$ cat src/rtl/sram_arbiter_pkg.sv
// sram_arbiter_pkg: shared FSM state encoding and SRAM bus widths for the SRAM arbiter.
package sram_arbiter_pkg;
    localparam int SRAM_AW = 22;
    localparam int SRAM_DW = 16;
    typedef enum logic [2:0] {
        S_IDLE,
        S_ISSUE,
        S_WAIT_WR,
        S_WAIT_RD,
        S_RECOVER
    } state_t;
endpackage

$ cat src/rtl/sram_arbiter_rr_arb2.sv
// rr_arb2: combinational two-way round-robin pick; on contention the side not granted last wins.
module rr_arb2 (
    input  logic req0,
    input  logic req1,
    input  logic last,
    output logic grant,
    output logic any
);
    always_comb begin
        grant = (req0 && req1) ? !last : req1;
        any   = req0 || req1;
    end
endmodule

$ cat src/rtl/sram_arbiter.sv
// sram_arbiter: shares one sram_ctrl request port between two requesters, round-robin,
// one transaction in flight, with fixed write hold time and read timeout.
module sram_arbiter
    import sram_arbiter_pkg::*;
#(
    parameter int WR_LAT = 8,
    parameter int RD_TMO = 64,
    parameter bit PRIO0  = 1'b1
) (
    input  logic               iClock,
    input  logic               iReset,
    input  logic               iReqValid0,
    input  logic               iReqWrite0,
    input  logic [SRAM_AW-1:0] iReqAddr0,
    input  logic [SRAM_DW-1:0] iReqData0,
    input  logic               iReqValid1,
    input  logic               iReqWrite1,
    input  logic [SRAM_AW-1:0] iReqAddr1,
    input  logic [SRAM_DW-1:0] iReqData1,
    output logic               oAck0,
    output logic               oAck1,
    output logic [SRAM_DW-1:0] oRdData0,
    output logic [SRAM_DW-1:0] oRdData1,
    output logic               oErr0,
    output logic               oErr1,
    output logic [SRAM_AW-1:0] oAddress,
    output logic [SRAM_DW-1:0] oData,
    output logic               oValidRequest,
    output logic               oWrite,
    input  logic [SRAM_DW-1:0] iData,
    input  logic               iValidRead,
    output logic               oBusy
);
    localparam int CW = $clog2(WR_LAT > RD_TMO ? WR_LAT : RD_TMO) + 1;

    state_t             state, nextState;
    logic [CW-1:0]      count;
    logic               lastGrant, winner, pick, anyReq;
    logic               wrDone, rdDone, rdTmo, done;
    logic [SRAM_AW-1:0] addrReg;
    logic [SRAM_DW-1:0] dataReg;
    logic               writeReg;

    rr_arb2 uArb (
        .req0 (iReqValid0),
        .req1 (iReqValid1),
        .last (lastGrant),
        .grant(pick),
        .any  (anyReq)
    );

    // Data arriving on the timeout cycle wins, so rdTmo excludes iValidRead.
    always_comb begin
        wrDone    = (state == S_WAIT_WR) && (count == CW'(WR_LAT - 1));
        rdDone    = (state == S_WAIT_RD) && iValidRead;
        rdTmo     = (state == S_WAIT_RD) && !iValidRead && (count == CW'(RD_TMO - 1));
        done      = wrDone || rdDone || rdTmo;
        nextState = state;
        case (state)
            S_IDLE:               nextState = anyReq ? S_ISSUE : S_IDLE;
            S_ISSUE:              nextState = writeReg ? S_WAIT_WR : S_WAIT_RD;
            S_WAIT_WR, S_WAIT_RD: nextState = done ? S_RECOVER : state;
            default:              nextState = S_IDLE;
        endcase
    end

    always_ff @(posedge iClock or posedge iReset) begin
        if (iReset) state <= S_IDLE;
        else        state <= nextState;
    end

    always_ff @(posedge iClock or posedge iReset) begin
        if (iReset) begin
            count     <= '0;
            lastGrant <= PRIO0;
            winner    <= 1'b0;
            addrReg   <= '0;
            dataReg   <= '0;
            writeReg  <= 1'b0;
            oAck0     <= 1'b0;
            oAck1     <= 1'b0;
            oErr0     <= 1'b0;
            oErr1     <= 1'b0;
            oRdData0  <= '0;
            oRdData1  <= '0;
        end else begin
            count <= (state == S_WAIT_WR || state == S_WAIT_RD) ? count + CW'(1) : '0;
            oAck0 <= done && !winner;
            oAck1 <= done && winner;
            oErr0 <= rdTmo && !winner;
            oErr1 <= rdTmo && winner;
            if ((rdDone || rdTmo) && !winner) oRdData0 <= rdTmo ? '0 : iData;
            if ((rdDone || rdTmo) && winner)  oRdData1 <= rdTmo ? '0 : iData;
            if (state == S_IDLE && anyReq) begin
                winner    <= pick;
                lastGrant <= pick;
                addrReg   <= pick ? iReqAddr1 : iReqAddr0;
                dataReg   <= pick ? iReqData1 : iReqData0;
                writeReg  <= pick ? iReqWrite1 : iReqWrite0;
            end
        end
    end

    always_comb begin
        oValidRequest = (state == S_ISSUE) || (state == S_WAIT_WR) || (state == S_WAIT_RD);
        oBusy         = state != S_IDLE;
        oAddress      = addrReg;
        oData         = dataReg;
        oWrite        = writeReg;
    end
endmodule

$ cat config.mk
export PLATFORM = sky130hd
export DESIGN_NAME = sram_arbiter
export DESIGN_NICKNAME = d
export VERILOG_FILES = /design/src/rtl/sram_arbiter_pkg.sv /design/src/rtl/sram_arbiter_rr_arb2.sv /design/src/rtl/sram_arbiter.sv
export SDC_FILE = /design/constraint.sdc
export NUM_CORES = 1
export LEC_CHECK = 0
export ABC_CLOCK_PERIOD_IN_PS = 3400
export CAP_MARGIN = 30
export CORE_MARGIN = 3
export CORE_UTILIZATION = 43
export DETAILED_ROUTE_END_ITERATION = 8
export PLACE_DENSITY_LB_ADDON = 0.15
export SLEW_MARGIN = 20
export SYNTH_ARGS = -nofsm -noshare
export SYNTH_HDL_FRONTEND = slang
export SYNTH_SLANG_ARGS = --single-unit
$ cat constraint.sdc
create_clock -name iClock -period 3.4 [get_ports iClock]
set_input_delay 0.68 -clock iClock [delete_from_list [all_inputs] [get_ports iClock]]
set_output_delay 0.68 -clock iClock [all_outputs]
set_load 0.005 [all_outputs]
== Yosys cells after proc, flatten, opt, wreduce, memory -nomap -nowiden ==
Index checks and enable logic that the tools add are counted.
Storage, ports and cells
  output and inout port bits: 77
  logic and storage cells: 55
  register bits after elaboration: 87
  input bits: 99
Operators by class
  add/subtract/negate cells: 1
  equal/unequal tests: 6
  multiplexer cells: 10
  reductions and logical operators: 25
Operators with widths (count)
  16-bit 2-to-1 mux: 2
  22-bit 2-to-1 mux: 1
  1-bit logical AND: 12
  3-bit one-hot mux with 3 select lines: 1
  7-bit by 1-bit adder with 7-bit output, second input constant: 1
  7-bit by 3-bit == test with 1-bit output, second input constant: 1
  7-bit by 6-bit == test with 1-bit output, second input constant: 1
  1-bit logical OR: 7
  7-bit 2-to-1 mux: 1
  3-bit by 2-bit == test with 1-bit output, second input constant: 2
  1-bit 2-to-1 mux: 4
  3-bit by 1-bit == test with 1-bit output, second input constant: 1
  1-bit zero test: 3
  3-bit zero test: 1
  3-bit 2-to-1 mux: 1
  3-bit nonzero test: 1
  2-bit inequality test, second input constant: 1
  2-bit OR reduction: 1

== Depth between registers and ports, before layout ==
Gate-level depths: netlist of the first run.
  depth after elaboration: 6
  mapped depth: 6
  depth with buffers taken out: 4

== Modules after synthesis ==
Synthesis of the first run repeated with hierarchy kept, for this count alone.
Unflattened totals
  cells, all modules: 440
  area, all modules: 4277.9 um^2
By module, submodules not included
  sram_arbiter: cells an instance 438, seq. area each 2178.3 um^2, instances 1, area an instance 4264.1 um^2
  rr_arb2: cells an instance 2, seq. area each 0.0 um^2, instances 1, area an instance 13.8 um^2

== Least setup slack after synthesis of the first run ==
Ideal clock, no wire load.
  kind: input-to-reg
  from: input iReqValid1
  to: register addrReg[0], in the netlist oAddress[0]
  setup time: 0.125 ns
  data required time: 3.275 ns
  buffers on the path: 1
  stages on the path: 4
  setup slack: 1.569 ns
  arrival time: 1.706 ns
  cells stage by stage: a21boi_1 > buf_2 > mux2_2 > mux2_2
Between the ends
  word-level cells in the longest chain between the ends: 3
  elaborated cells between the ends (all ways): 5
  classes of those cells: mux (2); reduce/logical (3)
Ends and longest elaborated chain
  start: declaration: line sram_arbiter.sv:16  | input logic iReqValid1,
  1-bit logical AND: line sram_arbiter_rr_arb2.sv:10  | grant = (req0 && req1) ? !last : req1;
  1-bit 2-to-1 mux: line sram_arbiter_rr_arb2.sv:10
  22-bit 2-to-1 mux: line sram_arbiter.sv:97  | addrReg <= pick ? iReqAddr1 : iReqAddr0;
  end signal: assignment: line sram_arbiter.sv:97
  end: declaration: line sram_arbiter.sv:40  | logic [SRAM_AW-1:0] addrReg;
Several ways; a longest one is shown, not always the timed one.
A chain may end at the register's enable or synchronous reset.

== Worst setup path in the final report of the first run ==
  from: register state[0]
  to: output oBusy
Between the ends
  word-level cells in the longest chain between the ends: 1
Ends and longest elaborated chain
  start: declaration: line sram_arbiter.sv:36  | state_t state, nextState;
  start signal: assignment: line sram_arbiter.sv:69  | else state <= nextState;
  3-bit nonzero test: line sram_arbiter.sv:106  | oBusy = state != S_IDLE;
  end: declaration: line sram_arbiter.sv:32  | output logic oBusy
Every way passes these cells.

==> results of run 1 <==
[cells by family after synthesis]
family	count (synthesis)
AO/OA/AOI/OAI	49
XOR/XNOR	3
adder cells (fa/ha/maj)	2
buffers and inverters	55
flip-flops	87
multiplexers	110
AND/OR/NAND/NOR	46
[power groups by stage]
stage | Clock (mW) | Combinational (mW) | Sequential, mW
2_1_floorplan | 0 | 1.05 | 1.75
3_3_place_gp | 0 | 2.10 | 1.75
3_5_place_dp | 0 | 2.15 | 1.78
4_1_cts | 0.819 | 2.16 | 1.76
5_1_grt | 0.866 | 2.29 | 1.82
6_report | 0.798 | 2.12 | 1.76
[cells in the final DEF (no fill, tap or decap), types with 2 or more instances in the layout]
cell,synthesis,final
sky130_fd_sc_hd__a21oi_1,3,3
sky130_fd_sc_hd__a31oi_1,3,3
sky130_fd_sc_hd__and2_1,18,18
sky130_fd_sc_hd__buf_4,8,5
sky130_fd_sc_hd__bufinv_16,0,2
sky130_fd_sc_hd__clkbuf_8,0,10
sky130_fd_sc_hd__clkdlybuf4s50_1,0,175
sky130_fd_sc_hd__clkinv_2,0,2
sky130_fd_sc_hd__dfrtp_1,86,86
sky130_fd_sc_hd__ha_1,2,2
sky130_fd_sc_hd__inv_1,37,36
sky130_fd_sc_hd__mux2_2,78,78
sky130_fd_sc_hd__mux2i_1,32,32
sky130_fd_sc_hd__nand2_1,3,3
sky130_fd_sc_hd__nand2b_1,3,3
sky130_fd_sc_hd__nand3_1,2,2
sky130_fd_sc_hd__nor2_1,7,7
sky130_fd_sc_hd__nor4_1,2,2
sky130_fd_sc_hd__o21ai_0,35,35
sky130_fd_sc_hd__xnor2_1,2,2
[worst max path at each step]
stage	from	endpoint	slack [ps]	cells after the start
2_1_floorplan	iReset	count[0]	470	1
3_3_place_gp	iReqValid1	oAddress[4]	780	5
3_5_place_dp	iReqValid1	oAddress[5]	750	5
4_1_cts	state[0]	oBusy	990	3
5_1_grt	state[0]	oBusy	930	3
6_report	state[0]	oBusy	1010	3
[area by class of cell]
class | count | share of cell area (%)
clock buffers | 10 | 2.161
clock inverters | 5 | 1.277
inverters | 37 | 2.200
multi-input cells | 210 | 28.98
flip-flops and latches | 87 | 34.20
well taps | 129 | 2.534
repair buffers | 182 | 28.64
[routing by layer]
metal	vias up	routed length [µm]	track usage (%)
met5	-	0	0
met4	0	247	6.935
met3	20	577	4.409
met2	93	5467	33.83
met1	1560	4363	23.15
li1	1554	-	-
[through the flow]
stage | std cells | hold WS, ps | util [%]
floorplan | 352 | 455.5 | -
global placement | 644 | 480.4 | 65.16
detailed placement | 645 | 494.8 | 65.32
CTS | 660 | 516.7 | 67.64
global route | 660 | 527.7 | 67.64
finish | 660 | 511.4 | 67.64
[flip-flops by register name, indices dropped and copies added (netlist names)]
name       count
count          7
lastGrant      1
oAck0          1
oAck1          1
oAddress      22
oData         16
oErr0          1
oErr1          1
oRdData0      16
oRdData1      16
oWrite         1
state          3
winner         1
[worst register-to-register path, stage by stage (launching register included)]
cell and delay [ps]:
sky130_fd_sc_hd__dfrtp_1 520, sky130_fd_sc_hd__nor3_4 330, sky130_fd_sc_hd__o21a_2 170, sky130_fd_sc_hd__buf_4 440, sky130_fd_sc_hd__mux2_2 430
==> flow_metrics.py, run 1 <==
metrics = {
    "clock_tree": {
        "postCtsHoldBufs": 0,
        "cts_buffers": 9,
        "post_cts_setup_driven_buffer_insertion_count": 0,
        "worst_setup_hold_path_clk_slew_ps": 90,
        "resized_gates_after_cts": 0,
        "cts_htree_levels": 3,
        "clockBufferDepth": 2,
        "cts.root.buffer_cell": "sky130_fd_sc_hd__clkbuf_8",
        "cts_tree": "built",
        "clock_sinks": 87,
        "worstSkewPairLatency_ps": 340,
    },
    "synthesis": {
        "synthMostInstantiatedCell": "sky130_fd_sc_hd__dfrtp_1",
        "synthesis.yosys.warnings": 0,
        "synth_enable_flop_cells": 0,
        "synth_sequential_area_ratio_pct": 51.27,
        "simple_logic_cell_fraction_of_the_synthesized_area_pct": 6.743,
        "post_synth_fa_ha_maj_area_fraction_pct": 0.5889,
        "post_synth_most_frequent_cells": "86 x sky130_fd_sc_hd__dfrtp_1, 78 x sky130_fd_sc_hd__mux2_2, 37 x sky130_fd_sc_hd__inv_1, 35 x sky130_fd_sc_hd__o21ai_0, 32 x sky130_fd_sc_hd__mux2i_1",
        "post_synth_mux_area_share_pct": 28.21,
        "ys_seq_elements": 87,
        "yosys.area.top_type": "sky130_fd_sc_hd__dfrtp_1",
        "synth_compound_area_share_pct": 6.537,
        "synth_area_per_cell_um2": 12.07,
        "ys.flop_type": "sky130_fd_sc_hd__dfrtp_1",
        "synth_xor_area_share_pct": 0.6184,
        "ys_async_sr_fraction_pct": 100.0,
        "syn-num-nets": 453,
        "post_synthesis_instance_area_um2": 4249,
        "netlist_instances": 352,
        "synth_top_family_by_area": "multiplexers",
        "yosys.cell_types.count": 39,
        "synthTopCellsByArea": "sky130_fd_sc_hd__dfrtp_1 51%, sky130_fd_sc_hd__mux2_2 21%, sky130_fd_sc_hd__mux2i_1 7.5%",
        "netlist.area_leader.share_pct": 50.65,
    },
    "layout": {
        "area_delta_synth_final_pct": 49.88,
        "multiInputGateArea_um2": 1846,
        "register_area_um2": 2178,
        "num-fill-cells": 721,
        "layout-drive-gt1-share_pct": 20.72,
        "post-route-cell-area_um2": 6369,
        "antenna_cells": 0,
        "nets": 628,
    },
    "min_path": {
        "min_from": "oData[11]",
        "hold_path.class": "reg -> reg",
        "hold_path_depth": 1,
        "min_delay_worst_endpoint": "oData[11]",
    },
    "power_and_ir_drop": {
        "design_power_total_mw": 4.675,
        "p_seq_share_pct": 37.6,
        "worst_ir_drop_on_vdd_mv": 0.3705,
        "p_int_mw": 3.263,
        "share_clk_of_total_power_pct": 17.1,
        "power-per-cell-area_nw_per_um2": 734.1,
        "total_leakage_power_nw": 2.717,
        "pwr-share-comb_pct": 45.4,
        "switchingPower_mw": 1.412,
        "power.switching_fraction_pct": 30.21,
    },
    "detailed_routing": {
        "drt_first_pass_iters": 4,
        "vias_per_cell": 4.889,
        "routed_wl_um": 10660,
        "route.vias.total": 3227,
        "number_of_drc_violations_after_detailed_routing_iteration_0": 69,
        "drt-wirelength-per-cell_um": 16.15,
        "routed_antenna_nets": 0,
        "remaining_drc_errors": 0,
    },
    "timing": {
        "maxSlewViolCount": 0,
        "setup_viol_count_final": 0,
        "fmaxAchievable_mhz": 418.0,
        "clock-skew-final_ps": 8.419,
        "layout_min_cycle_time_ps": 2392,
        "max_slew.worst_pin.slew_ps": 770.2,
        "tns_ps": 0,
        "min_period_over_period_pct": 70.36,
        "slew-limit-headroom_pct": 48.59,
        "final_setup_slack_of_the_worst_path_ps": 1008,
        "grt_setup_unrepaired": "false",
        "final_hold_viol_count": 0,
    },
    "grt": {
        "grt_start_max_net_pins": 45,
        "global_route.usage.total_pct": 19.31,
        "grt_antenna_before_repair": 0,
        "grt_first_pass_wirelength_um": 17260,
        "grt_overflow_total": 0,
        "first_global_vias": 3406,
    },
    "setup_path": {
        "reg2reg_to": "oAddress[5]",
        "critPathMaxStageDelay_ps": 520,
        "critical_path.n_buffers_inverters": 2,
        "crit_path_launch_type": "flip-flop",
        "crit_slowest_cell": "sky130_fd_sc_hd__dfrtp_1",
        "critPathTopFamily": "buffers and inverters",
        "register_to_register_setup_slack_ps": 1390,
        "crit_path_end_kind": "primary output",
        "worst-r2r-cell-count": 4,
        "critical_path.cell_chain": "nor3_4 > inv_1 > clkdlybuf4s50_1",
        "setup.worst_path.class": "reg -> out",
        "crit_arrival_ps": 1710,
        "critical_path.max_fanout": 10,
        "critPathRequiredTime_ps": 2720,
        "worst_r2r_startpoint": "state[0]",
    },
    "floorplanning": {
        "initial_core_util_pct": 45.13,
        "dieArea_um2": 11110,
        "dieWidth_um": 105.4,
        "pin_count": 176,
        "rows": 35,
        "core_um2": 9415,
        "die_h_um": 105.4,
    },
    "place": {
        "hpwl_um": 7827,
        "postPlaceCellArea_um2": 6150,
        "port_buffers": 175,
        "place_worst_setup_slack_ps": 751.5,
        "gpl.final_weighted_congestion": 0.7813,
    },
    "run": {
        "max-cap-violations": 0,
    },
    "run_status": {
        "run_status": "completed",
    },
}
Note: power is estimated with default switching activity, not from simulation.
==> inputs of run 2 (changes only) <==
--- a/config.mk
+++ b/config.mk
@@ -5,10 +5,10 @@
 export SDC_FILE = /design/constraint.sdc
 export NUM_CORES = 1
 export LEC_CHECK = 0
-export ABC_CLOCK_PERIOD_IN_PS = 3400
+export ABC_CLOCK_PERIOD_IN_PS = 2160
 export CAP_MARGIN = 30
 export CORE_MARGIN = 3
-export CORE_UTILIZATION = 43
+export CORE_UTILIZATION = 39
 export DETAILED_ROUTE_END_ITERATION = 8
 export PLACE_DENSITY_LB_ADDON = 0.15
 export SLEW_MARGIN = 20
==> constraint.sdc (replaced) <==
create_clock -name iClock -period 2.16 [get_ports iClock]
set_input_delay 0.432 -clock iClock [delete_from_list [all_inputs] [get_ports iClock]]
set_output_delay 0.432 -clock iClock [all_outputs]
set_load 0.005 [all_outputs]
==> run 2 against run 1 <==
Net effect: combinational power rose by 62%; global-route usage shrank 1.0 points; die area increased by 9.7%; clock power rose by 28%; via count fell by 0.34%; clock-buffer cell count unchanged; total power increased by 54%.
==> flow_metrics.py, run 2 (synthesis results as in run 1) <==
metrics = {
    "timing": {
        "min_period_over_period_pct": 95.31,
        "grt_setup_unrepaired": "false",
        "layout_min_cycle_time_ps": 2059,
        "clock-skew-final_ps": 10.55,
        "final_hold_viol_count": 0,
        "max_slew.worst_pin.slew_ps": 446.3,
        "maxSlewViolCount": 0,
        "setup_viol_count_final": 0,
        "slew-limit-headroom_pct": 70.19,
        "whs_ps": 434.1,
        "tns_ps": 0,
        "fmaxAchievable_mhz": 485.8,
    },
    "layout": {
        "nets": 635,
        "largest_register_ffs": 22,
        "mostFrequentLayoutCell": "sky130_fd_sc_hd__clkdlybuf4s50_1",
        "area_delta_synth_final_pct": 51.65,
        "antenna_cells": 0,
        "layout.cells.most_common_list": "175 x sky130_fd_sc_hd__clkdlybuf4s50_1, 84 x sky130_fd_sc_hd__dfrtp_1, 78 x sky130_fd_sc_hd__mux2_2",
        "layout-drive-gt1-share_pct": 22.12,
    },
    "setup_path": {
        "crit_path_launch_type": "flip-flop",
        "critical_path.max_fanout": 8,
        "register_to_register_setup_slack_ps": 480,
        "setup.worst_path.class": "reg -> out",
        "critPathRequiredTime_ps": 1730,
        "crit_path_end_kind": "primary output",
        "reg2reg_to": "oRdData0[9]",
        "worst_r2r_startpoint": "state[2]",
        "crit_arrival_ps": 1630,
        "worst-r2r-cell-count": 5,
    },
    "clock_tree": {
        "cts.root.buffer_cell": "sky130_fd_sc_hd__clkbuf_8",
        "cts_buffers": 9,
        "clock_sinks": 87,
        "worst_setup_hold_path_clk_slew_ps": 90,
        "cts_htree_levels": 3,
        "worstSkewPairLatency_ps": 350,
        "postCtsHoldBufs": 0,
        "clockBufferDepth": 2,
        "cts_tree": "built",
    },
    "floorplanning": {
        "core_um2": 10460,
        "rows": 37,
        "dieArea_um2": 12180,
        "die_h_um": 110.4,
        "dieWidth_um": 110.4,
        "pin_count": 176,
        "initial_core_util_pct": 40.61,
    },
    "grt": {
        "first_global_vias": 3285,
        "grt_first_pass_wirelength_um": 16860,
        "global_route.usage.total_pct": 18.27,
        "grt_overflow_total": 0,
        "grt_start_max_net_pins": 41,
        "grt_antenna_before_repair": 0,
    },
    "place": {
        "gpl.final_weighted_congestion": 0.7761,
        "hpwl_um": 8080,
        "port_buffers": 175,
    },
    "power_and_ir_drop": {
        "worst_ir_drop_on_vdd_mv": 0.5176,
        "total_leakage_power_nw": 2.731,
        "power-per-cell-area_nw_per_um2": 1117,
    },
    "detailed_routing": {
        "number_of_drc_violations_after_detailed_routing_iteration_0": 91,
        "route.vias.total": 3216,
        "routed_wl_um": 10820,
        "routed_antenna_nets": 0,
        "drt_first_pass_iters": 6,
        "drt-wirelength-per-cell_um": 16.06,
        "remaining_drc_errors": 0,
        "vias_per_cell": 4.772,
    },
    "run_status": {
        "run_status": "completed",
    },
    "min_path": {
        "hold_path.class": "in -> async",
    },
    "run": {
        "max-cap-violations": 0,
    },
}
-- run 2: cell types whose count changed in the layout (fill, tap and decap cells not counted), sizes merged --
cell and delta:
buf +7, bufinv -2, clkinv -1, clkinvlp +4, inv -1
-- run 2: through the flow --
step / utilization [%] / worst slack [ps] / power, mW / cells / area (µm²)
6_report: 61.59 / 101.4 / 7.197 / 674 / 6444
5_1_grt: 61.59 / 2.610 / 7.726 / 674 / 6444
4_1_cts: 61.50 / 38.12 / 7.300 / 673 / 6435
3_5_place_dp: 59.84 / 26.70 / 6.256 / 658 / 6261
3_3_place_gp: 59.84 / 56.07 / 6.158 / 658 / 6261
2_1_floorplan: - / 576.9 / 4.408 / 352 / 4253
-- run 2: layer usage --
layer / GRT usage [%] / wire (µm) / share of wire [%] / vias up
li1: - / - / - / 1566
met1: 22.42 / 4303 / 40 / 1560
met2: 31.85 / 5687 / 53 / 80
met3: 3.844 / 707 / 6.5 / 10
met4: 6.332 / 125 / 1.2 / 0
met5: 0 / 0 / 0 / -
-- run 2: report_power, final --
part / switching [mW] / total [mW] / internal, mW
sequential: 0.448 / 2.75 / 2.30
clock: 0.575 / 1.02 / 0.440
combinational: 1.20 / 3.43 / 2.24
-- run 2: what timing repair did --
| action | CTS | global route |
|---|---|---|
| pin swaps | 0 | 1 |
| buffers inserted | 0 | 1 |
| resized for setup | 1 | 1 |
| endpoints found under the setup margin | 1 | 1 |
-- run 2: worst max-delay path: stages, from the launching register on --
cell	delay (ps)
sky130_fd_sc_hd__dfrtp_1	480
sky130_fd_sc_hd__nor3_4	260
sky130_fd_sc_hd__inv_1	60
sky130_fd_sc_hd__clkdlybuf4s50_1	470
-- run 2: worst max path at each step --
stage | from | endpoint | cells after the start
final | state[1] | oBusy | 3
after global routing | state[1] | oBusy | 3
after CTS | state[0] | oBusy | 3
after detailed placement | iReqValid1 | oData[7] | 5
after global placement | iReqValid1 | oData[0] | 5
after floorplan | iReqValid1 | oAddress[0] | 4
-- run 2: layout make-up --
class / count / area, µm²
Tap cell: 136 / 170.2
Clock inverter: 5 / 35.03
Multi-Input combinational cell: 210 / 1846
Fill cell: 895 / 4019
Inverter: 37 / 142.6
Sequential cell: 87 / 2181
Timing Repair Buffer: 189 / 1932
Clock buffer: 10 / 137.6
==> inputs of run 3 (changes only) <==
--- a/config.mk
+++ b/config.mk
@@ -11,6 +11,7 @@
 export CORE_UTILIZATION = 39
 export DETAILED_ROUTE_END_ITERATION = 8
 export PLACE_DENSITY_LB_ADDON = 0.15
+export SETUP_SLACK_MARGIN = 0.05
 export SLEW_MARGIN = 20
 export SYNTH_ARGS = -nofsm -noshare
 export SYNTH_HDL_FRONTEND = slang
==> run 3 against run 2 <==
Net effect: clock power about the same; routed wire length up 0.20%; flip-flop and latch count unchanged; final area up 0.17%; sequential share of layout area about the same; register-to-register slack better by 20 ps; worst hold slack better by 0.64 ps; utilization up 0.11 points; largest power group unchanged.
==> flow_metrics.py, run 3 (synthesis results as in run 1) <==
metrics = {
    "run_status": {
        "run_status": "completed",
    },
    "clock_tree": {
        "clock_sinks": 87,
        "worstSkewPairLatency_ps": 350,
        "postCtsHoldBufs": 0,
        "cts_htree_levels": 3,
        "cts_tree": "built",
        "cts.root.buffer_cell": "sky130_fd_sc_hd__clkbuf_8",
        "clockBufferDepth": 2,
        "cts_buffers": 9,
        "worst_setup_hold_path_clk_slew_ps": 90,
    },
    "power_and_ir_drop": {
        "worst_ir_drop_on_vdd_mv": 0.5154,
        "p_int_mw": 4.990,
        "total_leakage_power_nw": 2.739,
        "pwr-share-comb_pct": 47.9,
        "power-per-cell-area_nw_per_um2": 1118,
        "switchingPower_mw": 2.229,
        "power.switching_fraction_pct": 30.88,
        "p_seq_share_pct": 38.1,
        "share_clk_of_total_power_pct": 14.0,
    },
    "min_path": {
        "hold_path.class": "in -> async",
    },
    "grt": {
        "grt_antenna_before_repair": 0,
        "grt_overflow_total": 0,
        "global_route.usage.total_pct": 18.30,
        "grt_first_pass_wirelength_um": 16890,
        "grt_start_max_net_pins": 41,
        "first_global_vias": 3288,
    },
    "detailed_routing": {
        "route.vias.total": 3214,
        "drt-wirelength-per-cell_um": 16.07,
        "number_of_drc_violations_after_detailed_routing_iteration_0": 106,
        "remaining_drc_errors": 0,
        "routed_antenna_nets": 0,
        "vias_per_cell": 4.761,
        "drt_first_pass_iters": 6,
        "routed_wl_um": 10850,
    },
    "floorplanning": {
        "initial_core_util_pct": 40.61,
        "rows": 37,
        "pin_count": 176,
        "dieArea_um2": 12180,
        "core_um2": 10460,
        "die_h_um": 110.4,
        "dieWidth_um": 110.4,
    },
    "timing": {
        "tns_ps": 0,
        "min_period_over_period_pct": 91.50,
        "layout_min_cycle_time_ps": 1976,
        "whs_ps": 434.8,
        "max_slew.worst_pin.slew_ps": 444.6,
        "grt_setup_unrepaired": "false",
        "clock-skew-final_ps": 10.84,
        "maxSlewViolCount": 0,
        "fmaxAchievable_mhz": 505.9,
        "setup_viol_count_final": 0,
        "final_hold_viol_count": 0,
        "slew-limit-headroom_pct": 70.30,
    },
    "layout": {
        "num-fill-cells": 892,
        "nets": 636,
        "largest_register_ffs": 22,
        "mostFrequentLayoutCell": "sky130_fd_sc_hd__clkdlybuf4s50_1",
        "layout.cells.most_common_list": "174 x sky130_fd_sc_hd__clkdlybuf4s50_1, 83 x sky130_fd_sc_hd__dfrtp_1, 78 x sky130_fd_sc_hd__mux2_2",
        "antenna_cells": 0,
        "layout-drive-gt1-share_pct": 22.45,
        "area_delta_synth_final_pct": 51.91,
    },
    "setup_path": {
        "worst-r2r-cell-count": 4,
        "critical_path.cell_chain": "nor2_1 > clkdlybuf4s50_1",
        "critical_path.max_fanout": 9,
        "crit_path_end_kind": "primary output",
        "critPathMaxStageDelay_ps": 530,
        "crit_path_launch_type": "flip-flop",
        "crit_arrival_ps": 1540,
        "critical_path.n_buffers_inverters": 1,
        "critPathTopFamily": "buffers and inverters",
        "worst-path-stages": 2,
        "critPathRequiredTime_ps": 1730,
        "setup.worst_path.class": "reg -> out",
        "crit_slowest_cell": "sky130_fd_sc_hd__clkdlybuf4s50_1",
    },
    "place": {
        "gpl.final_weighted_congestion": 0.7761,
        "hpwl_um": 8080,
        "port_buffers": 175,
    },
    "run": {
        "max-cap-violations": 0,
    },
}
[run 3: worst paths after layout]
check / slack, ps / startpoint / end
max: 180 / state[2] / oValidRequest
max in group asynchronous: 1180 / iReset / lastGrant
max reg2reg: 500 / state[1] / oAddress[4]
min in group iClock: 500 / count[0] / count[0]
min: 430 / iReset / oAddress[19]
min reg2reg: 500 / count[0] / count[0]
[run 3: power by group through the flow]
stage                     Clock (mW)  Sequential, mW  Combinational [mW]
after global routing            1.14            2.85                3.76
after CTS                       1.07            2.75                3.50
final                           1.01            2.75                3.46
after detailed placement           0            2.79                3.46
after floorplan                    0            2.76                1.65
after global placement             0            2.76                3.40
[run 3: metrics by stage]
step	worst slack [ps]	std cells	utilization, %	instance area [µm²]	power [mW]
4_1_cts	53.29	674	61.58	6442	7.315
6_report	183.5	675	61.70	6455	7.219
5_1_grt	104.9	675	61.70	6455	7.747
3_3_place_gp	56.07	658	59.84	6261	6.158
3_5_place_dp	26.70	658	59.84	6261	6.256
2_1_floorplan	576.9	352	-	4253	4.408
[run 3: area by class of cell]
| cell class | count | area [µm²] | area share [%] |
|---|---|---|---|
| clock buffer | 10 | 137.6 | 2.132 |
| clock inverter | 5 | 35.03 | 0.5427 |
| inverter | 37 | 142.6 | 2.210 |
| multi-input combinational | 210 | 1846 | 28.59 |
| sequential | 87 | 2182 | 33.80 |
| tap | 136 | 170.2 | 2.636 |
| timing repair buffer | 190 | 1942 | 30.08 |
[run 3: routing by layer]
layer  vias to the layer above  track usage (%)  wire, µm
li1                       1566                -         -
met1                      1555            22.53      4334
met2                        83            31.85      5652
met3                        10            3.844       720
met4                         0            6.332       139
met5                         -                0         0
[run 3: timing repair]
action                                  4_1_cts  5_1_grt
endpoints found under the setup margin        2        2
pin swaps                                     0        1
resized for setup                             1        3
buffers inserted                              1        1
